**config.mk**
```make
export PLATFORM = sky130hd
export DESIGN_NAME = lc3_wb_regfile_p
export DESIGN_NICKNAME = d
export VERILOG_FILES = /design/src/rtl/lc3_wb_regfile_p.sv
export SDC_FILE = /design/constraint.sdc
export NUM_CORES = 1
export LEC_CHECK = 0
export ABC_AREA = 1
export ABC_CLOCK_PERIOD_IN_PS = 2350
export CORE_MARGIN = 5
export CORE_UTILIZATION = 49
export DETAILED_ROUTE_END_ITERATION = 10
export HOLD_SLACK_MARGIN = 0.15
export PLACE_DENSITY = 0.76
export SYNTH_ARGS = -nofsm -noshare
export SYNTH_HDL_FRONTEND = slang
export SYNTH_SLANG_ARGS = --single-unit
```
**constraint.sdc**
```tcl
create_clock -name clock -period 2.35 [get_ports clock]
set_clock_uncertainty 0.2 [all_clocks]
set_input_delay 0.47 -clock clock [delete_from_list [all_inputs] [get_ports clock]]
set_output_delay 0.47 -clock clock [all_outputs]
set_load 0.005 [all_outputs]
```
**src/rtl/lc3_wb_regfile_p.sv**
```systemverilog
// lc3_wb_regfile_p: LC-3 writeback stage feeding a register file.
//
// A writeback request (wb_valid/wb_ready) is captured into a one-entry stage
// register. On the following edge it is written into the register array, and
// the N/Z/P condition code is updated. After reset, the array is cleared one
// register per cycle (busy high). Requests are only accepted after the clear
// sequence has finished.
//
// Handshake: a request transfers on a rising edge where wb_valid and wb_ready
// are both high. wb_ready depends only on the FSM state and never on wb_valid.
// The source may change its request freely while wb_ready is low.
//
// Optional feature: define LC3_WB_BYPASS_EN to forward pending stage data to
// the read ports. Without it, the read ports show the array contents only.
//
// fsm_state is a debug view of the FSM: 0 = CLEAR, 1 = RUN.
module lc3_wb_regfile_p #(
    parameter int DATA_W = 16,
    parameter int NREG   = 8,
    localparam int AW    = $clog2(NREG)
) (
    input  logic              clock,
    input  logic              reset,
    input  logic              wb_valid,
    output logic              wb_ready,
    input  logic [1:0]        w_control,
    input  logic [DATA_W-1:0] aluout,
    input  logic [DATA_W-1:0] memout,
    input  logic [DATA_W-1:0] pcout,
    input  logic [DATA_W-1:0] npc,
    input  logic [AW-1:0]     dr,
    input  logic [AW-1:0]     sr1,
    input  logic [AW-1:0]     sr2,
    output logic [DATA_W-1:0] d1,
    output logic [DATA_W-1:0] d2,
    output logic [2:0]        psr,
    output logic              busy,
    output logic              wb_pending,
    output logic              fsm_state
);

    localparam logic [0:0]    CLEAR    = 1'b0;
    localparam logic [0:0]    RUN      = 1'b1;
    localparam logic [AW-1:0] LAST_REG = AW'(NREG - 1);

    logic [0:0]        state;
    logic [AW-1:0]     clr_cnt;
    logic [DATA_W-1:0] regs [NREG];
    logic [AW-1:0]     stage_dr;
    logic [DATA_W-1:0] stage_data;
    logic [DATA_W-1:0] wb_sel;
    logic [2:0]        next_psr;
    logic              accept;

    assign wb_ready  = (state == RUN);
    assign busy      = (state == CLEAR);
    assign accept    = wb_valid && wb_ready;
    assign fsm_state = state;

    // Clear sequencer: walk clr_cnt over every register, then enter RUN for good.
    always_ff @(posedge clock) begin
        if (reset) begin
            state   <= CLEAR;
            clr_cnt <= '0;
        end else if (state == CLEAR) begin
            clr_cnt <= clr_cnt + AW'(1);
            if (clr_cnt == LAST_REG) begin
                state <= RUN;
            end
        end
    end

    // Writeback source mux selected by w_control.
    always_comb begin
        wb_sel = aluout;
        case (w_control)
            2'd0:    wb_sel = aluout;
            2'd1:    wb_sel = memout;
            2'd2:    wb_sel = pcout;
            default: wb_sel = npc;
        endcase
    end

    // Pending flag: set by an accepted request, otherwise drops after the write edge.
    always_ff @(posedge clock) begin
        if (reset) begin
            wb_pending <= 1'b0;
        end else begin
            wb_pending <= accept;
        end
    end

    // Stage payload: only meaningful while wb_pending is high, so no reset needed.
    always_ff @(posedge clock) begin
        if (accept) begin
            stage_dr   <= dr;
            stage_data <= wb_sel;
        end
    end

    // Register array: clear writes during CLEAR, staged writeback during RUN.
    // Reset blocks all writes, which discards any pending writeback.
    always_ff @(posedge clock) begin
        if (!reset) begin
            if (state == CLEAR) begin
                regs[clr_cnt] <= '0;
            end else if (wb_pending) begin
                regs[stage_dr] <= stage_data;
            end
        end
    end

    // Condition code of the value being written: negative, zero or positive.
    always_comb begin
        next_psr = 3'b001;
        if (stage_data[DATA_W-1]) begin
            next_psr = 3'b100;
        end else if (stage_data == '0) begin
            next_psr = 3'b010;
        end
    end

    // psr follows each performed writeback and holds otherwise.
    always_ff @(posedge clock) begin
        if (reset) begin
            psr <= 3'b010;
        end else if (state == RUN && wb_pending) begin
            psr <= next_psr;
        end
    end

`ifdef LC3_WB_BYPASS_EN
    // Read ports with forwarding from the stage register on an address match.
    always_comb begin
        d1 = regs[sr1];
        d2 = regs[sr2];
        if (wb_pending && sr1 == stage_dr) begin
            d1 = stage_data;
        end
        if (wb_pending && sr2 == stage_dr) begin
            d2 = stage_data;
        end
    end
`else
    // Read ports straight from the array; a write shows up after its edge.
    always_comb begin
        d1 = regs[sr1];
        d2 = regs[sr2];
    end
`endif

endmodule

```
==> results of run 1 <==
per-layer routing:
metal / share of wire [%] / up-vias / global-route usage, % / wire, microns
li1: - / 3143 / - / -
met1: 38 / 2935 / 26.2 / 7550
met2: 50 / 340 / 39.3 / 10100
met3: 9.3 / 40 / 5.07 / 1850
met4: 2.6 / 0 / 8.57 / 529
met5: 0 / - / 0 / 0
cell families after synthesis:
family | Yosys count | synth area share (%)
compound gates | 205 | 15.5
fa+ha+maj | 2 | 0.321
flops | 155 | 58.7
buf+inv | 150 | 7.89
simple gates | 309 | 17.6
power groups by stage:
stage | registers [mW] | logic, mW | clock network [mW]
after detailed placement | 3.16 | 0.839 | 0
after global routing | 3.11 | 0.945 | 2.76
after CTS | 3.10 | 0.862 | 2.65
final | 3.10 | 0.864 | 2.63
after floorplan | 3.15 | 0.400 | 0
after global placement | 3.16 | 0.829 | 0
area by class of cell:
type / count / area, sq um / area share, %
sequential: 155 / 4570 / 44.3
multi-input combinational: 516 / 2610 / 25.3
timing repair buffer: 173 / 1970 / 19.0
clock buffer: 19 / 433 / 4.19
inverter: 92 / 345 / 3.34
tap: 216 / 270 / 2.62
clock inverter: 10 / 128 / 1.24
through the flow:
step                setup slack, ns  std cells  setup TNS, ns  utilization (%)
floorplan                    -0.222        821         -25.11                -
global placement             -0.296       1146         -27.72             60.7
detailed placement           -0.310       1146         -31.68             60.7
CTS                          0.0524       1182              0             65.7
global route               0.000626       1181              0             65.7
finish                       0.0524       1181              0             65.7
worst min-delay path, stage by stage, from the launching register on:
cell and delay [ns]:
sky130_fd_sc_hd__dfxtp_1 0.31, sky130_fd_sc_hd__nand2_1 0.06, sky130_fd_sc_hd__a21oi_1 0.06
worst paths after layout:
| check | slack (ns) | from | end | depth (start not counted) |
|---|---|---|---|---|
| setup / recovery | 0.05 | regs[6][0] | d1[0] | 5 |
| hold / removal | 0.28 | psr[0] | psr[0] | 2 |
| setup reg to reg | 0.20 | wb_pending | regs[3][8] | 7 |
| hold reg to reg | 0.28 | psr[0] | psr[0] | 2 |
placed cells by master (no fill, tap or decap), types with 2 or more instances in the layout:
master / n
sky130_fd_sc_hd__dlygate4sd2_1: 34
sky130_fd_sc_hd__buf_4: 24
sky130_fd_sc_hd__edfxtp_1: 147
sky130_fd_sc_hd__o21ai_2: 3
sky130_fd_sc_hd__buf_6: 9
sky130_fd_sc_hd__ha_1: 2
sky130_fd_sc_hd__bufinv_16: 3
sky130_fd_sc_hd__inv_2: 4
sky130_fd_sc_hd__dfxtp_1: 8
sky130_fd_sc_hd__and2_4: 3
sky130_fd_sc_hd__o21ai_1: 18
sky130_fd_sc_hd__nand4_1: 16
sky130_fd_sc_hd__buf_12: 19
sky130_fd_sc_hd__a211oi_1: 2
sky130_fd_sc_hd__buf_8: 3
sky130_fd_sc_hd__buf_16: 3
sky130_fd_sc_hd__a21oi_1: 68
sky130_fd_sc_hd__clkinv_1: 2
sky130_fd_sc_hd__clkinv_2: 3
sky130_fd_sc_hd__clkinvlp_4: 2
sky130_fd_sc_hd__nand2_1: 151
sky130_fd_sc_hd__nor2_1: 42
sky130_fd_sc_hd__o21ai_0: 48
sky130_fd_sc_hd__bufbuf_16: 3
sky130_fd_sc_hd__and2_1: 29
sky130_fd_sc_hd__nand3_1: 65
sky130_fd_sc_hd__inv_1: 88
sky130_fd_sc_hd__clkbuf_16: 17
sky130_fd_sc_hd__clkbuf_1: 2
sky130_fd_sc_hd__o211ai_1: 64
sky130_fd_sc_hd__clkdlybuf4s50_1: 78
state kept, by name (all words and copies together), names as in the netlist:
signal      cells
wb_pending      1
clr_cnt         3
stage_dr        3
regs          128
psr             3
stage_data     16
fsm_state       1
what timing repair did:
action,4_1_cts,5_1_grt
resized for setup,73,7
endpoints found under the setup margin,32,5
cloned,6,0
setup buffers,1,0
pin swaps,12,2
==> results summary, run 1 <==
The die is 136 microns wide. Broken down by cell family, the worst path's largest delay share belongs to buffers and inverters. The floorplan step set the die height to 136 microns. The sequential element share of the synthesized area came out at 58.7%. Across the VDD grid, the largest voltage drop is 0.432 mV. The worst endpoint data arrival time is 1.63 ns. The final number of hold-violating endpoints is 0. The CTS clock-pin slew for the worst setup and hold paths is 0.05 ns.

For this run, design rule violations remaining after detail routing come to 0. Once layout is done, the placed cells without fillers occupy 10,300 sq um. The cts-stage hold buffer count came out at 0.

The total power density per cell area is 638 nW/um^2. The number of placed I/O pins is 117. In the post-synthesis netlist, the biggest area contributors are sky130_fd_sc_hd__edfxtp_1 (57%), sky130_fd_sc_hd__nand2_1 (7.3%), sky130_fd_sc_hd__o211ai_1 (6.2%), sky130_fd_sc_hd__a21oi_1 (4.4%), sky130_fd_sc_hd__inv_1 (4.4%). STA classifies the critical path endpoint as an output port. The number of search-and-repair iterations in the first detailed-routing pass is 7.

The floorplan step defined a core boundary enclosing 15,700 sq um. The via count of the first global-routing pass came to 6,294. The cell with the most instances after synthesis is sky130_fd_sc_hd__nand2_1. Walking the worst path, the cells encountered are buf_4 > o211ai_1 > nand3_1 > and2_1 > dlygate4sd2_1. On the worst path, the slowest cell contributes a delay of 0.39 ns. The net switching power of the design is 1.44 mW. The total track usage is 22.2%. The number of fill cells in the layout came out at 1,224. CTS saw 155 sinks. The critical path is of the register to output port type.

The total length of routed wires came out at 20,000 microns. The worst min-delay path class is register to register. The netlist uses 24 different library cells. Static timing analysis puts the maximum clock frequency at 0.435 GHz. The share of the synthesized area in the top cell type came out at 56.7%. The detailed-route vias per instance is 5.47.

Net switching is 21.9% of the power. TritonCTS built the clock tree. The register bit count reported by yosys came out at 155. Setup violations remaining at the end of the flow were counted as 0. The number of antenna diodes in the final layout is 0. The congestion estimate from routability-driven global placement came to 0.835. In this run, flip-flops and latches consume 47.1% of the power. The area of placed instances came out at 9540 sq um. The measured slew at the worst slew-check pin came out at 1.04 ns. The initial utilization of the core area, before any placement, comes to 49.6%. The number of buffers and inverters on the critical path is 2. The site row count came out at 46. The number of buffers added on ports came out at 116. The number of instances in the synthesized netlist came out at 821. The post-route minimum period came out at 2.30 ns. The count of pins over their slew limit came to 0. For this run, the number of Yosys warnings is 0. The synthesized area is 7790 sq um. The run finished with clean final reports. The design internal power came out at 5.15 mW. The worst setup path is launched from a register.

In this run the number of H-tree levels came out at 4. Relative to the synthesized area, the layout overhead comes to 32.6%. The average detailed-routed wire length per instance is 16.9 microns. The largest individual stage delay along the critical path comes from the cell sky130_fd_sc_hd__edfxtp_1. The maximum number of pins on one net before global-route repair came out at 33. The total global routing overflow is 0. After layout, the worst path uses 97.8% of the clock period.

The data required time at the worst endpoint is 1.68 ns. The ratio of cells with drive above 1 in the final layout came out at 10.3%. In the synthesized netlist, the cells that appear most often are sky130_fd_sc_hd__nand2_1 (151), sky130_fd_sc_hd__edfxtp_1 (147), sky130_fd_sc_hd__inv_1 (92). The overall power consumption is 6.60 mW. The cell sitting at the root of the clock tree is a sky130_fd_sc_hd__clkbuf_16. The first global-routing pass estimated 31,500 microns of wire. The post-synthesis area per instance is 9.49 sq um. The total vias in the final route is 6,458. The half-perimeter wire length after placement is 13,300 microns. The number of antenna violations at the first check in global routing is 0.

The proportion of synthesized flip-flops having asynchronous set or reset came out at 0%. Setup repair after global routing left no endpoint under its margin. The worst-path maximum fanout came out at 2. The final antenna-violating net count is 0. In the synthesized netlist the dominant register cell turns out to be sky130_fd_sc_hd__edfxtp_1. The full die area came out at 18,500 sq um. The TritonCTS buffer count came out at 17. Synthesis produced a netlist with a net count of 901. The worst slew slack as a fraction of its limit came out at 30.5%.

The total number of nets in the final design is 1,035. At the later pin of the worst-skew pair, clock insertion delay measures 0.42 ns. The combinational share of power came out at 13.1%. The number of enable flip-flop cells after synthesis is 147. The leakage power summed over all cells is 4.00 nW. The worst hold-check slack came out at 0.280 ns. The count of routing violations after the opening detailed-route iteration is 501. No sink is reached through more buffers than the 2 on the longest clock path. The max-cap violation count is 0. The clock group share of total power came out at 39.9%. The cell type contributing the most total cell area after synthesis is sky130_fd_sc_hd__edfxtp_1.
Power figures use the tool's default switching activity.
==> run 2, diff against run 1 <==
- CORE_ASPECT_RATIO: default -> 1.5
==> run 2 against run 1 <==
Compared with the run above:
- the flow now finishes with violations (setup timing)
- global-route usage up 0.19 points
- hold slack about the same
- fmax down 3.8%
- sequential share of layout area down 0.37 points
- via count up 2.3%
- first-iteration DRC count up 5.8%
- worst setup slack worse by 0.091 ns
- register-to-register slack better by 0.03 ns
- largest power group unchanged
- wire length up 2.9%
==> results summary, run 2 (same netlist as run 1, synthesis figures left out) <==
The chip width came out at 113 microns (was 136 microns). The TritonCTS buffer count is 17 (unchanged). The insertion delay to the later sink of the worst-skew pair came to 0.42 ns (about the same). The average detailed-routed wire length per instance came out at 17.5 microns (was 16.9 microns). The data required time at the worst endpoint came out at 1.68 ns (about the same).

The worst hold-check slack came to 0.280 ns (about the same). The first-pass GRT wire length is 31,900 microns (was 31,500 microns). The number of antenna violations at the first check in global routing is 0 (unchanged).

The area added between synthesis and finish is 33.8% (was 32.6%). The most common cell after layout, fill and taps aside is sky130_fd_sc_hd__nand2_1 (unchanged). The worst-path maximum fanout was 2 (unchanged). The number of buffers added on ports is 116 (unchanged). The number of search-and-repair iterations in the first detailed-routing pass is 7 (unchanged). The met1 layer usage reported by global route came to 23.7% (was 26.2%). The count of clock tree sinks is 155 (unchanged). The setup TNS after final layout was -0.0381 ns (was 0 ns). The fraction of power consumed by sequential logic came out at 46.1% (was 47.1%).

The final antenna-violating net count came out at 0 (unchanged). The worst setup margin came out at -0.0381 ns (was 0.0524 ns). Critical-path cell list: buf_4 > o211ai_1 > nand3_1 > and2_1 > dlygate4sd2_1 (unchanged). The peak clock frequency supported by timing came out at 0.419 GHz (was 0.435 GHz).

The full die area came out at 18,600 sq um (was 18,500 sq um). The measured slew at the worst slew-check pin is 1.07 ns (was 1.04 ns). The worst endpoint data arrival time is 1.72 ns (was 1.63 ns). The number of flip-flops in the largest register came to 128 (unchanged). The sort of element at the start of the critical path is a register (unchanged). The total power density per cell area came out at 646 nW/um^2 (was 638 nW/um^2). The register containing the most flip-flops in the final layout is regs (unchanged).

The CTS clock-pin slew for the worst setup and hold paths was 0.06 ns (was 0.05 ns). The number of failing setup endpoints in the final timing report is 1 (was 0). The area of the placeable core came out at 15,600 sq um (was 15,700 sq um). The root cell of the clock tree was sky130_fd_sc_hd__clkbuf_16 (unchanged). The total vias in the final route is 6,606 (was 6,458).

The total track usage is 22.4% (was 22.2%). The number of placed I/O pins is 117 (unchanged). The total length of routed wires is 20,600 microns (was 20,000 microns).

The post-route clock period utilization is 102% (was 97.8%). The overall power consumption was 6.73 mW (was 6.60 mW). The number of buffers and inverters on the critical path is 2 (unchanged).

The kind of cell with the highest combined delay on the critical path is buffers and inverters (unchanged). The logic depth of the worst register-to-register path came to 7 (unchanged). The checks that failed: setup timing.

The proportion of total power due to net switching is 22.8% (was 21.9%). The ratio of cells with drive above 1 in the final layout is 11.3% (was 10.3%). The worst min-delay path class is register to register (unchanged). The count of antenna diodes in the layout came out at 0 (unchanged). The end of the worst register-to-register path is regs[3][10] (was regs[3][8]). The total global routing overflow is 0 (unchanged). The count of routing violations after the opening detailed-route iteration is 530 (was 501). The terminating pin of the worst hold path was psr[0] (unchanged).

Status: finished, violations left (was completed). The met3 usage is 5.17% (was 5.07%). The via count of the first global-routing pass came out at 6,476 (was 6,294). The number of fill cells in the layout came to 1,140 (was 1,224). The largest stage delay on the critical path is 0.40 ns (was 0.39 ns). The standard cell with the maximum stage delay on the critical path is sky130_fd_sc_hd__edfxtp_1 (unchanged).

The H-tree depth reported by CTS was 4 (unchanged). The net switching power of the design came to 1.53 mW (was 1.44 mW). The site row count is 56 (was 46). The number of cells in the design after placement is 1,129 (was 1,146).

The design internal power came to 5.20 mW (was 5.15 mW). The maximum number of pins on one net before global-route repair is 33 (unchanged). The share of the core filled with cells in the final layout is 66.7% (was 65.7%).

The final standard cell count with taps included and fillers excluded is 1,176 (was 1,181). The clock group share of total power came out at 40.8% (was 39.9%). Setup repair after global routing missed its margin: yes (was no). The post-route minimum period came out at 2.39 ns (was 2.30 ns). The type of element capturing the critical path is an output port (unchanged). The met2 track demand over resource came to 40.6% (was 39.3%).

The total number of nets in the final design is 1,040 (was 1,035). The half-perimeter wire length after placement is 13,100 microns (was 13,300 microns). The source of the worst register-to-register timing path was wb_pending (unchanged). Commonest cells after routing, fill and taps aside: sky130_fd_sc_hd__nand2_1 (151), sky130_fd_sc_hd__edfxtp_1 (147), sky130_fd_sc_hd__inv_1 (89) (was sky130_fd_sc_hd__nand2_1 (151), sky130_fd_sc_hd__edfxtp_1 (147), sky130_fd_sc_hd__inv_1 (88)). The maximum buffer depth of the clock tree came out at 2 (unchanged).

The maximum resistive drop on vdd came out at 0.406 mV (was 0.432 mV). The leakage power summed over all cells is 4.06 nW (was 4.00 nW). The number of instances on the worst hold path is 2 (unchanged). The most used routing layer is met2 (unchanged). The hold path startpoint is psr[0] (unchanged). The combinational share of power is 13.1% (about the same).

The TritonCTS clock tree is done (unchanged). The placer congestion estimate came out at 0.851 (was 0.835). The total DRC errors in the routed layout was 0 (unchanged). The final number of hold-violating endpoints came to 0 (unchanged).

The starting density of the core was 49.8% (was 49.6%). The category of the most critical setup path was register to output port (unchanged). The register-to-register setup slack is 0.23 ns (was 0.20 ns).

The count of pins over their slew limit is 0 (unchanged). The detailed-route vias per instance was 5.62 (was 5.47). The worst slew slack as a fraction of its limit is 28.2% (was 30.5%). Registers with the most flip-flops: regs: 128 flops, stage_data: 16 flops (unchanged). The max-cap violation count is 0 (unchanged). The die height was 164 microns (was 136 microns).
==> run 2: power by group through the flow <==
stage / registers [mW] / clock network, mW / logic, mW
floorplan: 3.15 / 0 / 0.400
global placement: 3.16 / 0 / 0.832
detailed placement: 3.16 / 0 / 0.838
CTS: 3.10 / 2.77 / 0.875
global route: 3.11 / 2.89 / 0.955
finish: 3.10 / 2.75 / 0.879
==> run 2: worst max path at each step <==
stage | start | endpoint | slack (ns) | cells past startpoint
6_report | regs[6][4] | d2[4] | -0.04 | 5
3_5_place_dp | sr1[2] | d1[9] | -0.39 | 6
2_1_floorplan | reset | regs[4][0] | -0.22 | 7
5_1_grt | regs[6][4] | d2[4] | -0.06 | 5
4_1_cts | regs[6][11] | d1[11] | -0.02 | 5
3_3_place_gp | sr1[2] | d1[13] | -0.38 | 6
==> run 2: metrics by stage <==
step / area [sq um] / setup slack [ns]
2_1_floorplan: 7790 / -0.222
3_3_place_gp: 9520 / -0.377
3_5_place_dp: 9520 / -0.386
4_1_cts: 10400 / -0.0154
5_1_grt: 10400 / -0.0577
6_report: 10400 / -0.0381
==> run 2: repair_timing <==
| item | in CTS | in global routing |
|---|---|---|
| gates cloned | 7 | 0 |
| endpoints found under the setup margin | 32 | 10 |
| resized for setup | 66 | 16 |
| buffers inserted | 6 | 2 |
| pin swaps | 14 | 20 |
| hold buffers | 0 | 0 |
==> run 2: cell type report <==
| cell class | count | area (sq um) | area share [%] |
|---|---|---|---|
| Clock buffer | 18 | 429 | 4.12 |
| Tap cell | 203 | 254 | 2.44 |
| Multi-Input combinational cell | 516 | 2610 | 25.1 |
| Inverter | 92 | 345 | 3.31 |
| Clock inverter | 14 | 173 | 1.66 |
| Sequential cell | 155 | 4570 | 43.9 |
| Timing Repair Buffer | 178 | 2030 | 19.5 |
==> run 2: metal layers <==
metal	share of wire, %	up-vias
met3	8.8	68
met1	35	3018
met5	0	-
li1	-	3151
met2	52	369
met4	4.6	0
==> run 2: worst register-to-register path: cells and delay by family (launching register included) <==
kind,cells,cell delay [ns]
buffers and inverters,2,0.36
flip-flops,1,0.36
AO/OA/AOI/OAI,1,0.15
AND/OR/NAND/NOR,4,0.74
==> run 3, diff against run 2 <==
- GPL_TIMING_DRIVEN: default -> 1
- SKIP_LAST_GASP: default -> 1
==> run 3 against run 2 <==
Compared with the run above:
- the flow still finishes with violations (setup timing)
- design area is 0.32% higher
- non-clock buffer count is 1 higher
- hold slack hardly changed
- register-to-register slack hardly changed
- final cell count hardly changed
- highest routed layer unchanged
- fmax is 3.7% lower
- combinational power is 1% higher
- first-iteration DRC count is 11% higher
- largest cell class unchanged
- die area stayed put
==> results summary, run 3 (same netlist as run 1, synthesis figures left out) <==
The count of pins over their slew limit came out at 0 (unchanged). The net switching power of the design came to 1.53 mW (about the same). The number of flip-flops in the largest register came out at 128 (unchanged). The total power density per cell area came out at 645 nW/um^2 (was 646 nW/um^2). The total number of nets in the final design came out at 1,041 (was 1,040). The number of failing setup endpoints in the final timing report is 3 (was 1).

The routed length on met2 was 10,900 microns (was 10,700 microns). The TritonCTS clock tree is done (unchanged). The source of the worst register-to-register timing path was wb_pending (unchanged).

The detailed-route vias per instance is 5.65 (was 5.62). The category of the most critical setup path is input pin to output port (was register to output port). The measured slew at the worst slew-check pin is 1.08 ns (was 1.07 ns).

The data required time at the worst endpoint came out at 1.68 ns (about the same). The full die area came out at 18,600 sq um (unchanged). The total length of routed met3 wires is 1650 microns (was 1820 microns). The half-perimeter wire length after placement is 13,100 microns (unchanged).

The kind of cell with the highest combined delay on the critical path is buffers and inverters (unchanged). The worst setup margin is -0.129 ns (was -0.0381 ns). The largest stage delay on the critical path is 0.45 ns (was 0.40 ns). The average detailed-routed wire length per instance came out at 17.7 microns (was 17.5 microns). Critical-path cell list: buf_12 > bufbuf_16 > o211ai_1 > nand3_1 > and2_1 > clkdlybuf4s50_1 (was buf_4 > o211ai_1 > nand3_1 > and2_1 > dlygate4sd2_1). The starting density of the core is 49.8% (unchanged).

The design internal power is 5.20 mW (about the same). The worst-path maximum fanout came out at 12 (was 2). The placer congestion estimate is 0.851 (unchanged).

The first-pass GRT wire length came out at 31,900 microns (about the same). The met1 layer wirelength in the final routing is 7370 microns (was 7180 microns). The count of routing violations after the opening detailed-route iteration is 589 (was 530). The most common cell after layout, fill and taps aside is sky130_fd_sc_hd__nand2_1 (unchanged). The ratio of cells with drive above 1 in the final layout came out at 11.3% (about the same). The fraction of power consumed by sequential logic is 46.1% (about the same). The CTS clock-pin slew for the worst setup and hold paths came out at 0.06 ns (about the same).

The insertion delay to the later sink of the worst-skew pair is 0.42 ns (about the same). The post-route minimum period came to 2.48 ns (was 2.39 ns). The register containing the most flip-flops in the final layout is regs (unchanged).

The maximum number of pins on one net before global-route repair came out at 33 (unchanged). The highest metal layer with signal wires was met4 (unchanged). The total global routing overflow came out at 0 (unchanged). The count of antenna diodes in the layout came out at 0 (unchanged). The H-tree depth reported by CTS came out at 4 (unchanged).

Setup repair after global routing missed its margin: yes (unchanged). The cts-stage hold buffer count is 0 (unchanged). The register-to-register setup slack is 0.23 ns (about the same). The site row count came out at 56 (unchanged). The chip width was 113 microns (unchanged). The worst hold-check slack was 0.280 ns (about the same). The sort of element at the start of the critical path is an input pin (was register). The number of search-and-repair iterations in the first detailed-routing pass came to 6 (was 7).

Status: finished, violations left (unchanged). The area of the placeable core was 15,600 sq um (unchanged). The end of the worst register-to-register path is regs[7][7] (was regs[3][10]). The maximum buffer depth of the clock tree is 2 (unchanged). The number of instances on the worst hold path was 2 (unchanged). The worst endpoint data arrival time came out at 1.81 ns (was 1.72 ns). The TritonCTS buffer count was 17 (unchanged). The count of clock tree sinks came out at 155 (unchanged). Registers with the most flip-flops: regs: 128 flops, stage_data: 16 flops (unchanged). The maximum resistive drop on vdd is 0.406 mV (about the same). The number of buffers added on ports came to 116 (unchanged). The post-route clock period utilization came out at 106% (was 102%). The standard cell with the maximum stage delay on the critical path is sky130_fd_sc_hd__clkdlybuf4s50_1 (was sky130_fd_sc_hd__edfxtp_1).

The root cell of the clock tree is sky130_fd_sc_hd__clkbuf_16 (unchanged). The final standard cell count with taps included and fillers excluded is 1,177 (was 1,176). The setup TNS after final layout is -0.168 ns (was -0.0381 ns). The worst slew slack as a fraction of its limit came out at 28.0% (was 28.2%).

Commonest cells after routing, fill and taps aside: sky130_fd_sc_hd__nand2_1 (151), sky130_fd_sc_hd__edfxtp_1 (147), sky130_fd_sc_hd__inv_1 (89) (unchanged). The proportion of total power due to net switching is 22.8% (about the same). The type of element capturing the critical path is an output port (unchanged).

The total track usage is 22.4% (about the same). The leakage power summed over all cells came out at 4.09 nW (was 4.06 nW). The final number of hold-violating endpoints is 0 (unchanged). The number of cells in the design after placement came to 1,129 (unchanged).

The via count of the first global-routing pass is 6,478 (was 6,476). The total length of routed wires came out at 20,800 microns (was 20,600 microns). The total DRC errors in the routed layout came out at 0 (unchanged).

The combinational share of power was 13.2% (was 13.1%). The terminating pin of the worst hold path is psr[0] (unchanged). The max-cap violation count came out at 0 (unchanged).

The hold path startpoint was psr[0] (unchanged). The number of antenna violations at the first check in global routing came to 0 (unchanged). Failing checks: setup timing (unchanged). The logic depth of the worst register-to-register path was 7 (unchanged).

The number of buffers and inverters on the critical path came to 3 (was 2). The clock group share of total power is 40.7% (was 40.8%). The final antenna-violating net count is 0 (unchanged).

The die height was 164 microns (unchanged). The number of fill cells in the layout came out at 1,133 (was 1,140). The worst min-delay path class is register to register (unchanged). The peak clock frequency supported by timing is 0.403 GHz (was 0.419 GHz). The total vias in the final route is 6,655 (was 6,606).

The area added between synthesis and finish is 34.2% (was 33.8%). The number of placed I/O pins came to 117 (unchanged).
run 3: per-stage QoR:
step                instance area [sq um]  setup slack [ns]  total power, mW  util, %
finish                              10500            -0.129             6.74     66.9
global route                        10500            -0.172             6.96     66.9
CTS                                 10400            -0.128             6.75     66.6
detailed placement                   9520            -0.386             4.00     60.9
global placement                     9520            -0.377             3.99     60.9
floorplan                            7790            -0.222             3.55        -
run 3: what timing repair did:
item                       in CTS  in global routing
setup endpoints to repair      32                 13
pin swaps                      13                 18
cloned                          7                  1
setup buffers                   6                  2
gates resized for setup        61                 20
run 3: worst max path at each step:
stage	from	endpoint	slack, ns	cells past startpoint
6_report	sr1[0]	d1[12]	-0.13	6
2_1_floorplan	reset	regs[4][0]	-0.22	7
4_1_cts	sr1[0]	d1[10]	-0.13	7
3_5_place_dp	sr1[2]	d1[9]	-0.39	6
3_3_place_gp	sr1[2]	d1[13]	-0.38	6
5_1_grt	regs[5][12]	d1[12]	-0.17	6
run 3: area by class of cell:
cell class / instances / area (sq um) / area share, %
Timing Repair Buffer: 179 / 2070 / 19.8
Sequential cell: 155 / 4570 / 43.8
Multi-Input combinational cell: 516 / 2610 / 24.9
Clock buffer: 18 / 429 / 4.11
Clock inverter: 14 / 173 / 1.65
Tap cell: 203 / 254 / 2.43
Inverter: 92 / 345 / 3.30
run 3: power by group through the flow:
stage / combinational, mW / clock [mW] / sequential, mW
finish: 0.888 / 2.74 / 3.10
global route: 0.964 / 2.89 / 3.11
CTS: 0.880 / 2.77 / 3.10
detailed placement: 0.838 / 0 / 3.16
global placement: 0.832 / 0 / 3.16
floorplan: 0.400 / 0 / 3.15
run 3: metal layers:
layer / global-route usage (%) / vias to the layer above
li1: - / 3160
met1: 23.7 / 3083
met2: 40.6 / 347
met3: 5.13 / 65
met4: 12.5 / 0
met5: 0 / -
run 3: tightest hold or removal path, stage by stage, from the launching register on:
cell and delay (ns):
sky130_fd_sc_hd__dfxtp_1 0.32, sky130_fd_sc_hd__nand2_1 0.06, sky130_fd_sc_hd__a21oi_1 0.06
